`src/rtl/seg7_scan_driver.sv`:
```
// Multi-digit common-anode 7-segment driver: sequential double-dabble BCD conversion plus scanned display.
// Latency: VAL_W+1 cycles load-to-digits; display changes only on scan ticks (every SCAN_DIV cycles).
// Backpressure: a load while busy is parked in a single pending slot (last load wins) and starts back-to-back.
module seg7_scan_driver #(
  parameter int NUM_DIGITS  = 4,
  parameter int VAL_W       = 14,
  parameter int SCAN_DIV    = 2048,
  parameter int BLINK_TICKS = 256
) (
  input  logic                  clk,
  input  logic                  reset,
  input  logic [VAL_W-1:0]      value,
  input  logic                  load,
  input  logic                  blank_lz,
  input  logic                  blink_en,
  input  logic [NUM_DIGITS-1:0] dp_mask,
  output logic [7:0]            seg_n,
  output logic [NUM_DIGITS-1:0] an_n,
  output logic                  busy,
  output logic                  overflow
);

  localparam int DW    = 4 * NUM_DIGITS;
  localparam int IDX_W = (NUM_DIGITS > 1) ? $clog2(NUM_DIGITS) : 1;
  localparam int SC_W  = $clog2(SCAN_DIV);
  localparam int BL_W  = (BLINK_TICKS > 1) ? $clog2(BLINK_TICKS) : 1;
  localparam int ST_W  = $clog2(VAL_W + 1);

  // Largest value that fits in the display: 10^n - 1.
  function automatic logic [63:0] max_disp(input int n);
    logic [63:0] r;
    r = 64'd0;
    for (int k = 0; k < n; k++) r = r * 64'd10 + 64'd9;
    return r;
  endfunction

  localparam logic [63:0] MAX_VAL = max_disp(NUM_DIGITS);

  // Active-low a..g pattern for one BCD digit; codes above 9 render dark.
  function automatic logic [6:0] enc7(input logic [3:0] d);
    case (d)
      4'd0:    enc7 = 7'h40;
      4'd1:    enc7 = 7'h79;
      4'd2:    enc7 = 7'h24;
      4'd3:    enc7 = 7'h30;
      4'd4:    enc7 = 7'h19;
      4'd5:    enc7 = 7'h12;
      4'd6:    enc7 = 7'h02;
      4'd7:    enc7 = 7'h78;
      4'd8:    enc7 = 7'h00;
      4'd9:    enc7 = 7'h10;
      default: enc7 = 7'h7F;
    endcase
  endfunction

  typedef enum logic [0:0] {S_IDLE, S_CONV} state_t;

  state_t                  state_q, state_d;
  logic                    start, commit, step_en;
  logic [VAL_W-1:0]        start_val;
  logic [VAL_W-1:0]        sh_q;
  logic [DW-1:0]           bcd_q, bcd_adj, bcd_step;
  logic [ST_W-1:0]         step_q;
  logic                    conv_ovf_q;
  logic                    pend_vld_q;
  logic [VAL_W-1:0]        pend_val_q;
  logic [DW-1:0]           dig_q;
  logic                    overflow_q;
  logic [SC_W-1:0]         scan_cnt_q;
  logic [IDX_W-1:0]        idx_q;
  logic [BL_W-1:0]         blink_cnt_q;
  logic                    blink_on_q;
  logic                    tick;
  logic [7:0]              seg_q, seg_d;
  logic [NUM_DIGITS-1:0]   an_q, an_d;
  logic [3:0]              cur_dig;
  logic                    cur_lz, cur_dp, zero_run;

  // Conversion FSM state register.
  always_ff @(posedge clk) begin
    if (reset) state_q <= S_IDLE;
    else       state_q <= state_d;
  end

  // Next state: run VAL_W steps, then commit; a pending or simultaneous load chains straight on.
  always_comb begin
    state_d   = state_q;
    start     = 1'b0;
    commit    = 1'b0;
    step_en   = 1'b0;
    start_val = load ? value : pend_val_q;
    case (state_q)
      S_IDLE: begin
        if (load) begin
          start   = 1'b1;
          state_d = S_CONV;
        end
      end
      S_CONV: begin
        if (step_q == ST_W'(VAL_W)) begin
          commit = 1'b1;
          if (load || pend_vld_q) start = 1'b1;
          else                    state_d = S_IDLE;
        end else begin
          step_en = 1'b1;
        end
      end
      default: state_d = S_IDLE;
    endcase
  end

  // One double-dabble step: add 3 to every digit >= 5, then shift the next binary bit in.
  always_comb begin
    bcd_adj = '0;
    for (int i = 0; i < NUM_DIGITS; i++) begin
      bcd_adj[4*i +: 4] = (bcd_q[4*i +: 4] >= 4'd5) ? bcd_q[4*i +: 4] + 4'd3 : bcd_q[4*i +: 4];
    end
    bcd_step = DW'({bcd_adj, sh_q[VAL_W-1]});
  end

  // Conversion datapath and atomic publish of digits/overflow.
  always_ff @(posedge clk) begin
    if (reset) begin
      sh_q       <= '0;
      bcd_q      <= '0;
      step_q     <= '0;
      conv_ovf_q <= 1'b0;
      dig_q      <= '0;
      overflow_q <= 1'b0;
    end else begin
      if (start) begin
        sh_q       <= start_val;
        bcd_q      <= '0;
        step_q     <= '0;
        conv_ovf_q <= (64'(start_val) > MAX_VAL);
      end else if (step_en) begin
        sh_q   <= sh_q << 1;
        bcd_q  <= bcd_step;
        step_q <= step_q + ST_W'(1);
      end
      if (commit) begin
        dig_q      <= bcd_q;
        overflow_q <= conv_ovf_q;
      end
    end
  end

  // Single pending slot: later loads overwrite, consumed when the next conversion starts.
  always_ff @(posedge clk) begin
    if (reset) begin
      pend_vld_q <= 1'b0;
      pend_val_q <= '0;
    end else if (start) begin
      pend_vld_q <= 1'b0;
    end else if (load && state_q == S_CONV) begin
      pend_vld_q <= 1'b1;
      pend_val_q <= value;
    end
  end

  assign tick = (scan_cnt_q == SC_W'(SCAN_DIV - 1));

  // Select the digit under the scan index and decide whether it is a blankable leading zero.
  always_comb begin
    cur_dig  = 4'd0;
    cur_lz   = 1'b0;
    cur_dp   = 1'b0;
    zero_run = 1'b1;
    for (int i = NUM_DIGITS - 1; i >= 0; i--) begin
      zero_run = zero_run & (dig_q[4*i +: 4] == 4'd0);
      if (idx_q == IDX_W'(i)) begin
        cur_dig = dig_q[4*i +: 4];
        cur_lz  = zero_run && (i != 0);
        cur_dp  = dp_mask[i];
      end
    end
  end

  // Segment/anode values to load at the next tick.
  always_comb begin
    seg_d[7] = ~cur_dp;
    if (overflow_q)              seg_d[6:0] = 7'h3F;
    else if (blank_lz && cur_lz) seg_d[6:0] = 7'h7F;
    else                         seg_d[6:0] = enc7(cur_dig);
    an_d = '1;
    for (int i = 0; i < NUM_DIGITS; i++) begin
      an_d[i] = (idx_q != IDX_W'(i)) || (blink_en && !blink_on_q);
    end
  end

  // Scan divider, digit index, blink phase and registered pin outputs; pins move only on ticks.
  always_ff @(posedge clk) begin
    if (reset) begin
      scan_cnt_q  <= '0;
      idx_q       <= '0;
      blink_cnt_q <= '0;
      blink_on_q  <= 1'b1;
      seg_q       <= 8'hFF;
      an_q        <= '1;
    end else begin
      scan_cnt_q <= tick ? '0 : scan_cnt_q + SC_W'(1);
      if (tick) begin
        seg_q <= seg_d;
        an_q  <= an_d;
        idx_q <= (idx_q == IDX_W'(NUM_DIGITS - 1)) ? '0 : idx_q + IDX_W'(1);
        if (blink_cnt_q == BL_W'(BLINK_TICKS - 1)) begin
          blink_cnt_q <= '0;
          blink_on_q  <= ~blink_on_q;
        end else begin
          blink_cnt_q <= blink_cnt_q + BL_W'(1);
        end
      end
    end
  end

  assign seg_n    = seg_q;
  assign an_n     = an_q;
  assign busy     = (state_q == S_CONV);
  assign overflow = overflow_q;

endmodule

```
`config.mk`:
```
export PLATFORM = sky130hd
export DESIGN_NAME = seg7_scan_driver
export DESIGN_NICKNAME = d
export VERILOG_FILES = /design/src/rtl/seg7_scan_driver.sv
export SDC_FILE = /design/constraint.sdc
export NUM_CORES = 1
export LEC_CHECK = 0
export CAP_MARGIN = 10
export CORE_UTILIZATION = 45
export CTS_CLUSTER_DIAMETER = 50
export DETAILED_ROUTE_END_ITERATION = 10
export GPL_TIMING_DRIVEN = 0
export SLEW_MARGIN = 5
export SYNTH_ARGS = -nofsm -noshare
export SYNTH_HDL_FRONTEND = slang
export SYNTH_SLANG_ARGS = --single-unit
export TNS_END_PERCENT = 30
```
`constraint.sdc`:
```
create_clock -name clk -period 2.5 [get_ports clk]
set_input_delay 0.75 -clock clk [delete_from_list [all_inputs] [get_ports clk]]
set_output_delay 0.75 -clock clk [all_outputs]
set_load 0.02 [all_outputs]
```
After elaboration in Yosys (flattened, before gate mapping)
Memories as Yosys holds them, arrays and structs flattened.
Index checks and enable logic that the tools add are counted.

word-level totals
  flip-flop bits (word level) = 102
  memory bits (read-only) = 112
  word-level logic and storage cells = 96
  memories kept = 1
  output and inout bits = 14

memories
  name             depth  width  rd ports  clocked after memory_dff  write ports  RTL line  source
  (no name shown)  16     7      1         0                         0            41        case (d)

operators by class
  reduce and logical (&&, ||, !) cells = 19
  muxes and demuxes = 33
  magnitude comparators = 5
  add/subtract/negate cells = 8
  bitwise gates (word level) = 6
  eq/ne operators = 9

operator list
  cell                                                  number
  two-way mux 14 bit                                    3
  two-way mux 4 bit                                     7
  >= comparator 4 x 3 -> 1 bit (second input constant)  4
  two-way mux 1 bit                                     16
  > comparator 14 bit (second input constant)           1
  two-way mux 7 bit                                     2
  adder 4 x 2 -> 4 bit (second input constant)          3
  logical NOT 4 bit                                     3
  adder 11 x 1 -> 11 bit (second input constant)        1
  equality test 11 bit (second input constant)          1
  adder 8 x 1 -> 8 bit (second input constant)          1
  equality test 8 bit (second input constant)           1
  two-way mux 8 bit                                     1
  logical OR 1 bit                                      5
  adder 4 x 1 -> 4 bit (second input constant)          1
  equality test 2 bit (second input constant)           2
  equality test 4 bit (second input constant)           1
  inequality test 2 bit (second input constant)         2
  inverter 1 bit                                        4
  case mux 1 bit (2 select lines)                       2
  AND reduction 2 bit                                   2
  nonzero test 2 bit                                    2
  OR reduction 2 bit                                    2
  adder 3 x 2 -> 3 bit (second input constant)          1
  other kinds (9)                                       12

Depth between registers and ports, before layout
Gate-level depths: netlist (run 1).

  depth in word-level cells = 8
  depth in mapped cells = 10
  mapped depth without buffers = 9

Worst setup path after synthesis (run 1)
OpenSTA, ideal clock, no wires.

  path kind = flip-flop to flip-flop
  start point = register idx_q[0]
  end point = register seg_q[6], in the netlist seg_n[6]
  slack = 348 ps
  library setup time = 129 ps
  cell stages (with the launch flop) = 11
  data arrival time = 2023 ps
  cells stage by stage = dfxtp_1 inv_1 ha_1 buf_2 buf_2 a211oi_1 a221oi_4 ha_1 mux2_2 a21oi_1 o31ai_1

between the ends
  longest elaborated chain between the ends = 8
  elaborated cells on any way between the ends = 16
  classes of those cells = eq/ne: 3; mux: 10; reduce/logical: 2; memory: 1

RTL lines
  item                                                                        RTL line  source
  from (decl)                                                                 70        logic [IDX_W-1:0] idx_q;
  from (signal assigned)                                                      205       idx_q <= (idx_q == IDX_W'(NUM_DIGITS - 1)) ? '0 : idx_q + IDX_W'(1);
  equality test 2 bit                                                         171       if (idx_q == IDX_W'(i)) begin
  two-way mux 4 bit / two-way mux 1 bit (equally long branches) (4 in a row)  171
  memory read (16 x 7 bit) / logical AND 1 bit (equally long branches)        n/a
  two-way mux 7 bit (*)                                                       183       else if (blank_lz && cur_lz) seg_d[6:0] = 7'h7F;
  two-way mux 7 bit (*)                                                       182       if (overflow_q) seg_d[6:0] = 7'h3F;
  to (signal assigned)                                                        203       seg_q <= seg_d;
  to (decl)                                                                   74        logic [7:0] seg_q, seg_d;

Every way passes the cells marked *; elsewhere a longest branch is shown, timed or not.
A chain may end at the register's enable or synchronous reset.

Worst setup path in the final report (run 1)
  start point = register idx_q[0]
  end point = register seg_q[4], in the netlist seg_n[4]

Same word-level chain as after synthesis.

==> reports/results.txt, run 1 <==
result of the run - completed
Synth Flop Type - sky130_fd_sc_hd__dfxtp_1
unrepaired setup endpoints after global routing - false
post-detailed-placement half-perimeter wirelength - 8.03 mm
Reg area - 2040 um2
CTS clk-pin slew, worst paths - 100 ps
cell with the largest stage delay on the worst path - sky130_fd_sc_hd__a2111oi_0
Synth Net Count - 625
sum of internal, switching and leakage power - 0.00291 W
category of the most critical setup path - register to register
IR drop worst, VDD - 235 uV
final clock skew - 7.70 ps
normalized max-slew margin - 63.2%
clock insertion delay at the later pin of the skew report - 360 ps
first-pass iteration count of the detailed router - 4
vertical die dimension - 105 um
count of input and output buffers - 34
1st-iter DRT viols - 224
number of global-route vias before repair - 3,827
total wire length after detailed routing - 10.7 mm
nature of the critical path endpoint - register
cell area power density - 532 nW/um2
area used by multi-input combinational logic - 2510 um2
CP startpoint kind - register
Cell Chain, Critical Path - inv_1 > ha_1 > buf_2 > nand3b_1 > a221o_2 > nand2b_1 > a2111oi_0 > o21bai_1
final core occ - 53.0%
DRC violations left - 0
setup slack of the critical path after layout - 156 ps
CTS resizes - 0
count of final max-slew check failures - 0
vias post-DR - 4,089
maximum fanout count along the critical path - 10
mean number of vias per cell - 5.30
number of antenna violations at the first check in global routing - 0
fraction of the mapped netlist area in adder cells - 4.45%
wire length per cell - 13.9 um
yosys synthesis warning count - 0
share of post-route cells with drive strength above 1 - 5.98%
flip-flop and latch count after synthesis - 102
Post-Syn Area - 4780 um2
post-place setup slack - 115 ps
share of the clock period used by the worst path - 93.8%
number of failing setup endpoints in the final timing report - 0
slew at the pin closest to its max-slew limit - 548 ps
arrival time at the worst endpoint - 2600 ps
initial core utilization - 46.3%
number of antenna diodes - 0
clock tree root buffer cell - sky130_fd_sc_hd__clkbuf_8
Static Leak - 1.94 nW
standard cell core area - 10,300 um2
hold violation count in the final report - 0
simple-gate share of the synthesized area - 22.3%
total number of clock tree sinks - 102
cell row count - 37
share of cell area taken by muxes after synthesis - 3.38%
final cell count without fillers - 771
Post-Synthesis Cells - 585
delay of the slowest cell on the worst path - 480 ps
remaining global-route overflow - 0
critical path data required time - 2750 ps
CTS Hold Bufs - 0
Fmax achieved - 0.427 GHz
Tightest Hold Check Type - register to register
Global Route Usage Sum - 20.4%
die outline area - 11,000 um2
pin count of the biggest net entering global routing - 18
register area share after synthesis - 42.7%
number of synthesized flops with an enable pin - 0
dominant combinational cell family by area after synthesis - simple AND/OR/NAND/NOR gates
FFs w/ async S/R, synth - 0%
maximum root-to-sink buffer count - 2
TritonCTS Buffers - 9
fraction of the mapped netlist area in compound gates - 17.8%
ANT nets after route - 0
synth unique cells - 51
number of H-tree branching levels - 3
num ports - 37
count of nets after finishing - 670
fraction of synthesized cell area in xor and xnor cells - 4.58%
number of max-capacitance violations reported - 0
mean post-synth cell area - 8.17 um2
Sum Neg Setup Slack - 0 ps
GP Congestion - 0.763
first-pass GRT wire length - 18.2 mm
post-CTS setup buffer count - 0
die boundary width - 105 um
total placed cells including tap cells - 755
minimum clock period after layout - 2340 ps
CTS tree - built
Area Growth Syn to Fin - 14.5%
fill cell total of the finished layout - 1,016
==> metal layers <==
| metal | vias to the layer above | wire, um | track usage [%] | part of all wire, % |
|---|---|---|---|---|
| met1 | 1927 | 5320 | 27.3 | 50 |
| met4 | 0 | 172 | 7.75 | 1.6 |
| met5 | - | 0 | 0 | 0 |
| met2 | 57 | 4990 | 33.5 | 47 |
| li1 | 2089 | - | - | - |
| met3 | 16 | 240 | 2.81 | 2.2 |
==> logic make-up (layout without fill, tap and decap cells) <==
kind of cell,count (synthesis),after routing
AOI/OAI and AO/OA,138,138
xor gates and xnor gates,25,25
adders and majority gates,17,17
buffers and inverters,56,106
DFF,102,102
muxes,16,16
and+or+nand+nor,231,231
==> report_power, final <==
part           switching (W)  internal, W  total [W]
registers          0.0000227      0.00166    0.00168
logic               0.000138    0.0000938   0.000232
clock network       0.000594     0.000401   0.000996
==> placed cells by master, fill, tap and decap left out, types with 4 or more instances in the layout <==
| cell type | n |
|---|---|
| sky130_fd_sc_hd__clkdlybuf4s50_1 | 34 |
| sky130_fd_sc_hd__inv_1 | 20 |
| sky130_fd_sc_hd__nand3b_1 | 4 |
| sky130_fd_sc_hd__or3_1 | 4 |
| sky130_fd_sc_hd__xnor2_1 | 12 |
| sky130_fd_sc_hd__nand2b_1 | 12 |
| sky130_fd_sc_hd__nand4_1 | 7 |
| sky130_fd_sc_hd__and3_1 | 4 |
| sky130_fd_sc_hd__buf_2 | 10 |
| sky130_fd_sc_hd__nor2_1 | 37 |
| sky130_fd_sc_hd__nand3_1 | 14 |
| sky130_fd_sc_hd__a211oi_1 | 7 |
| sky130_fd_sc_hd__mux2i_1 | 15 |
| sky130_fd_sc_hd__o22a_1 | 5 |
| sky130_fd_sc_hd__nand2_1 | 120 |
| sky130_fd_sc_hd__clkbuf_1 | 26 |
| sky130_fd_sc_hd__clkbuf_8 | 10 |
| sky130_fd_sc_hd__a21oi_1 | 77 |
| sky130_fd_sc_hd__xor2_1 | 13 |
| sky130_fd_sc_hd__dfxtp_1 | 101 |
| sky130_fd_sc_hd__o21ai_0 | 17 |
| sky130_fd_sc_hd__ha_1 | 17 |
| sky130_fd_sc_hd__nor3b_1 | 5 |
| sky130_fd_sc_hd__nor3_1 | 9 |
| sky130_fd_sc_hd__o211ai_1 | 14 |
==> cell usage after synthesis (all sizes together), types with 2 or more instances <==
| cell | n | area (um2) |
|---|---|---|
| and3 | 4 | 25.0 |
| nor2 | 37 | 139 |
| buf | 11 | 57.6 |
| or4 | 2 | 18.8 |
| and2 | 4 | 25.0 |
| nor2b | 2 | 12.5 |
| a2111oi | 2 | 17.5 |
| o211ai | 14 | 105 |
| xor2 | 13 | 114 |
| ha | 17 | 213 |
| o22a | 5 | 43.8 |
| mux2i | 15 | 150 |
| a211oi | 7 | 52.6 |
| xnor2 | 12 | 105 |
| a221o | 3 | 32.5 |
| o21ai | 17 | 85.1 |
| clkbuf | 25 | 93.8 |
| nand2b | 12 | 75.1 |
| or3 | 5 | 36.3 |
| a221oi | 2 | 35.0 |
| nor3 | 11 | 65.1 |
| nand3b | 4 | 30.0 |
| nand3 | 15 | 80.1 |
| dfxtp | 102 | 2040 |
| a21o | 2 | 15.0 |
| inv | 20 | 75.1 |
| nor3b | 5 | 37.5 |
| a21oi | 77 | 385 |
| nand4 | 8 | 56.3 |
| nand2 | 120 | 450 |
==> final cells by class <==
cell class | instances | area share (%)
Tap cell | 136 | 3.11
Timing Repair Buffer | 34 | 6.22
Multi-Input combinational cell | 427 | 45.9
Inverter | 20 | 1.37
Sequential cell | 102 | 37.3
Buffer | 36 | 2.77
Clock inverter | 5 | 0.754
Clock buffer | 11 | 2.58
==> sequential cells by signal, summed over array words and instances, names as in the netlist <==
register	flops
bcd_q	16
step_q	4
scan_cnt_q	11
blink_cnt_q	8
an_n	4
pend_vld_q	1
sh_q	14
dig_q	16
pend_val_q	14
busy	1
blink_on_q	1
conv_ovf_q	1
idx_q	2
overflow	1
seg_n	8
==> path summary, 6_finish.rpt <==
path,slack [ps],startpoint,cells past startpoint,end
setup / recovery,160,idx_q[0]$_SDFFE_PP0N_,8,seg_n[4]$_SDFFE_PP1N_
hold / removal,450,sh_q[5]$_SDFFE_PP0P_,2,sh_q[6]$_SDFFE_PP0P_
setup reg to reg,160,idx_q[0]$_SDFFE_PP0N_,8,seg_n[4]$_SDFFE_PP1N_
hold reg to reg,450,sh_q[5]$_SDFFE_PP0P_,2,sh_q[6]$_SDFFE_PP0P_
==> per-stage QoR <==
| stage | hold WS, ps | area (um2) |
|---|---|---|
| 2_1_floorplan | 418 | 4780 |
| 3_3_place_gp | 429 | 5290 |
| 3_5_place_dp | 438 | 5290 |
| 4_1_cts | 458 | 5470 |
| 5_1_grt | 470 | 5470 |
| 6_report | 455 | 5470 |
==> worst max-delay path: cells and delay by family (launching register included) <==
| family | cells | cell delay [ps] |
|---|---|---|
| flip-flops | 1 | 380 |
| buffers and inverters | 2 | 280 |
| AND/OR/NAND/NOR | 2 | 350 |
| AO/OA/AOI/OAI | 3 | 980 |
| adder cells (fa/ha/maj) | 1 | 250 |
Note: power is estimated with default switching activity, not from simulation.
==> run 2, diff against run 1 <==
Settings changed: ABC_AREA set to 1.
Clock period 2.5 ns to 2.2 ns, I/O delays scaled along.
==> run 2 against run 1 <==
  * Clock power rose by 31%
  * Worst setup slack got worse by 110 ps
  * Combinational power rose by 37%
  * Via count rose by 6.8%
  * Clock-buffer cell count fell by 1
  * Global-route usage barely moved
  * Sequential share of layout area fell by 1.4 points
  * Total power rose by 22%
  * Sequential power rose by 15%
  * Area after synthesis rose by 2.1%
  * Die area rose by 2.1%
  * Register-to-register slack improved by 30 ps
  * Largest cell class unchanged
==> reports/results.txt, run 2 <==
category of cells accounting for the largest share of critical-path delay - buffers and inverters
register area share after synthesis - 41.9% (-0.88 points)
Post-Synthesis Cells - 671 (+15%)
result of the run - completed
post-detailed-placement half-perimeter wirelength - 8.01 mm (-0.14%)
count of final max-slew check failures - 0 (unchanged)
cell with the most instances after synthesis - sky130_fd_sc_hd__nand2_1
number of failing setup endpoints in the final timing report - 0 (unchanged)
clock tree root buffer cell - sky130_fd_sc_hd__clkbuf_8
total number of clock tree sinks - 102 (unchanged)
capturing point of the worst reg2reg path - seg_n[3]$_SDFFE_PP1N_
setup slack of the critical path after layout - 42.7 ps (-113 ps)
cell taking the most area after synthesis - sky130_fd_sc_hd__dfxtp_1
Fmax achieved - 0.464 GHz
Static Leak - 2.34 nW (+21%)
normalized max-slew margin - 59.9% (-3.3 points)
cell with the largest stage delay on the worst path - sky130_fd_sc_hd__clkdlybuf4s50_1
count of input and output buffers - 35 (+2.9%)
hold violation count in the final report - 0 (unchanged)
maximum root-to-sink buffer count - 2 (unchanged)
count of nets after finishing - 761 (+14%)
1st-iter DRT viols - 223 (-0.45%)
most common cell after layout, fill and taps aside - sky130_fd_sc_hd__nand2_1
nature of the critical path endpoint - output pin
vertical die dimension - 106 um (+1.0%)
num ports - 37 (unchanged)
initial core utilization - 46.8% (+0.55 points)
Post-Syn Area - 4880 um2 (+2.1%)
CTS clk-pin slew, worst paths - 100 ps (about the same)
Critical R2R Launch - idx_q[0]$_SDFFE_PP0N_
number of cells traversed by the worst hold path - 1 (-1)
Critical path origin - busy$_SDFF_PP0_
Synth Flop Type - sky130_fd_sc_hd__dfxtp_1
proportion of netlist area held by the largest area contributor - 41.9% (-0.88 points)
fill cell total of the finished layout - 1,040 (+2.4%)
startpoint of the most critical hold path - scan_cnt_q[0]$_SDFF_PP0_
Reg2Reg Depth - 12 (+4)
R2R setup slack - 190 ps (+30 ps)
Global Route Usage Sum - 20.5% (+0.034 points)
flip-flop and latch count after synthesis - 102 (unchanged)
remaining global-route overflow - 0 (unchanged)
GP Congestion - 0.825 (+8.1%)
number of antenna diodes - 0 (unchanged)
number of synthesized flops with an enable pin - 0 (unchanged)
number of max-capacitance violations reported - 0 (unchanged)
first-pass GRT wire length - 18.7 mm (+2.3%)
slew at the pin closest to its max-slew limit - 601 ps (+52.5 ps)
category of the most critical setup path - register to output pin
number of global-route vias before repair - 4,080 (+6.6%)
total wire length after detailed routing - 11.0 mm (+3.0%)
final clock skew - 11.6 ps (+3.87 ps)
critical path data required time - 1540 ps (-1210 ps)
worst hold endpoint - scan_cnt_q[0]$_SDFF_PP0_
ANT nets after route - 0 (unchanged)
IR drop worst, VDD - 413 uV (+76%)
die boundary width - 106 um (+1.0%)
CP startpoint kind - register
TritonCTS Buffers - 9 (unchanged)
arrival time at the worst endpoint - 1500 ps (-1100 ps)
cell area power density - 623 nW/um2 (+17%)
wire length per cell - 12.8 um (-7.9%)
Cell Chain, Critical Path - clkdlybuf4s50_1
mean number of vias per cell - 5.07 (-4.5%)
Tightest Hold Check Type - register to register
vias post-DR - 4,368 (+6.8%)
Sum Neg Setup Slack - 0 ps (unchanged)
Synth Net Count - 711 (+14%)
clock insertion delay at the later pin of the skew report - 370 ps (about the same)
Area Growth Syn to Fin - 16.7%
synth unique cells - 36 (-29%)
cell row count - 37 (unchanged)
DRC violations left - 0 (unchanged)
pin count of the biggest net entering global routing - 17 (-1)
number of antenna violations at the first check in global routing - 0 (unchanged)
most frequent cells in the layout - 121 x sky130_fd_sc_hd__nand2_1, 100 x sky130_fd_sc_hd__dfxtp_1, 80 x sky130_fd_sc_hd__o21ai_0
minimum clock period after layout - 2160 ps
post-place setup slack - -164 ps (-279 ps)
Synth area leaders - sky130_fd_sc_hd__dfxtp_1 42%, sky130_fd_sc_hd__nand2_1 9.5%, sky130_fd_sc_hd__o21ai_0 8.2%
delay of the slowest cell on the worst path - 650 ps (+170 ps)
standard cell core area - 10,400 um2 (+0.90%)
share of post-route cells with drive strength above 1 - 9.23% (+3.2 points)
CTS Hold Bufs - 0 (unchanged)
Buf/Inv on CP - 1 (-1)
share of the clock period used by the worst path - 98.1%
CTS tree - built
yosys synthesis warning count - 0 (unchanged)
FFs w/ async S/R, synth - 0% (unchanged)
first-pass iteration count of the detailed router - 5 (+1)
number of H-tree branching levels - 3 (unchanged)
die outline area - 11,300 um2 (+2.1%)
commonest cells in the synthesized netlist - 123 x sky130_fd_sc_hd__nand2_1, 102 x sky130_fd_sc_hd__dfxtp_1, 80 x sky130_fd_sc_hd__o21ai_0
final core occ - 54.7% (+1.7 points)
maximum fanout count along the critical path - 6 (-4)
mean post-synth cell area - 7.27 um2 (-11%)
biggest registers after layout - bcd_q (16), dig_q (16)
run 2: worst max-delay path by stage:
stage | cells past startpoint | slack (ps) | end
2_1_floorplan | 12 | 320 | seg_n[3]$_SDFFE_PP1N_
3_3_place_gp | 5 | -150 | pend_val_q[9]$_SDFFE_PP0P_
3_5_place_dp | 5 | -160 | pend_val_q[7]$_SDFFE_PP0P_
4_1_cts | 1 | 30 | busy
5_1_grt | 15 | -9 | seg_n[3]$_SDFFE_PP1N_
6_report | 1 | 40 | busy
run 2: layout make-up:
cell class	count	area [um2]	share of cell area, %
plain buffers	26	121	2.13
clock buffers	10	128	2.24
clock inverters	6	86.3	1.52
inverters	76	289	5.08
multi-input cells	467	2470	43.5
flip-flops and latches	102	2040	35.9
well taps	136	170	2.99
repair buffers	39	380	6.68
run 2: report_power, final:
group	internal, W	switching, W	total [W]	leakage [nW]
Clock	0.000640	0.000661	0.00130	0.106
Combinational	0.000120	0.000198	0.000318	1.40
Sequential	0.00190	0.0000280	0.00193	0.829
Total	0.00266	0.000887	0.00355	2.34
run 2: cell families after synthesis:
logic type | after synthesis | share of synthesized area (%)
xor gates and xnor gates | 15 | 2.69
adders and majority gates | 17 | 4.36
AOI/OAI and AO/OA | 178 | 19.5
DFF | 102 | 41.9
and+or+nand+nor | 257 | 23.2
buffers and inverters | 102 | 8.34
run 2: per-layer routing:
| metal | wire length, um | up-vias | GRT usage [%] |
|---|---|---|---|
| met5 | 0 | - | 0 |
| met4 | 163 | 0 | 8.04 |
| met3 | 255 | 12 | 2.64 |
| met2 | 4980 | 48 | 32.8 |
| met1 | 5640 | 2012 | 27.9 |
| li1 | - | 2296 | - |
run 2: through the flow:
stage	cell area (um2)	hold WS, ps	power (W)	std cells
floorplan	4880	413	0.00217	671
global placement	5400	431	0.00228	842
detailed placement	5400	445	0.00229	842
CTS	5620	465	0.00358	858
global route	5690	480	0.00370	862
finish	5690	455	0.00355	862
run 2: timing repair:
| action | CTS | global route |
|---|---|---|
| pin swaps | 0 | 0 |
| setup endpoints to repair | 1 | 4 |
| setup buffers | 0 | 4 |
| gates resized for setup | 1 | 13 |
| endpoints found under the hold margin | 0 | 0 |
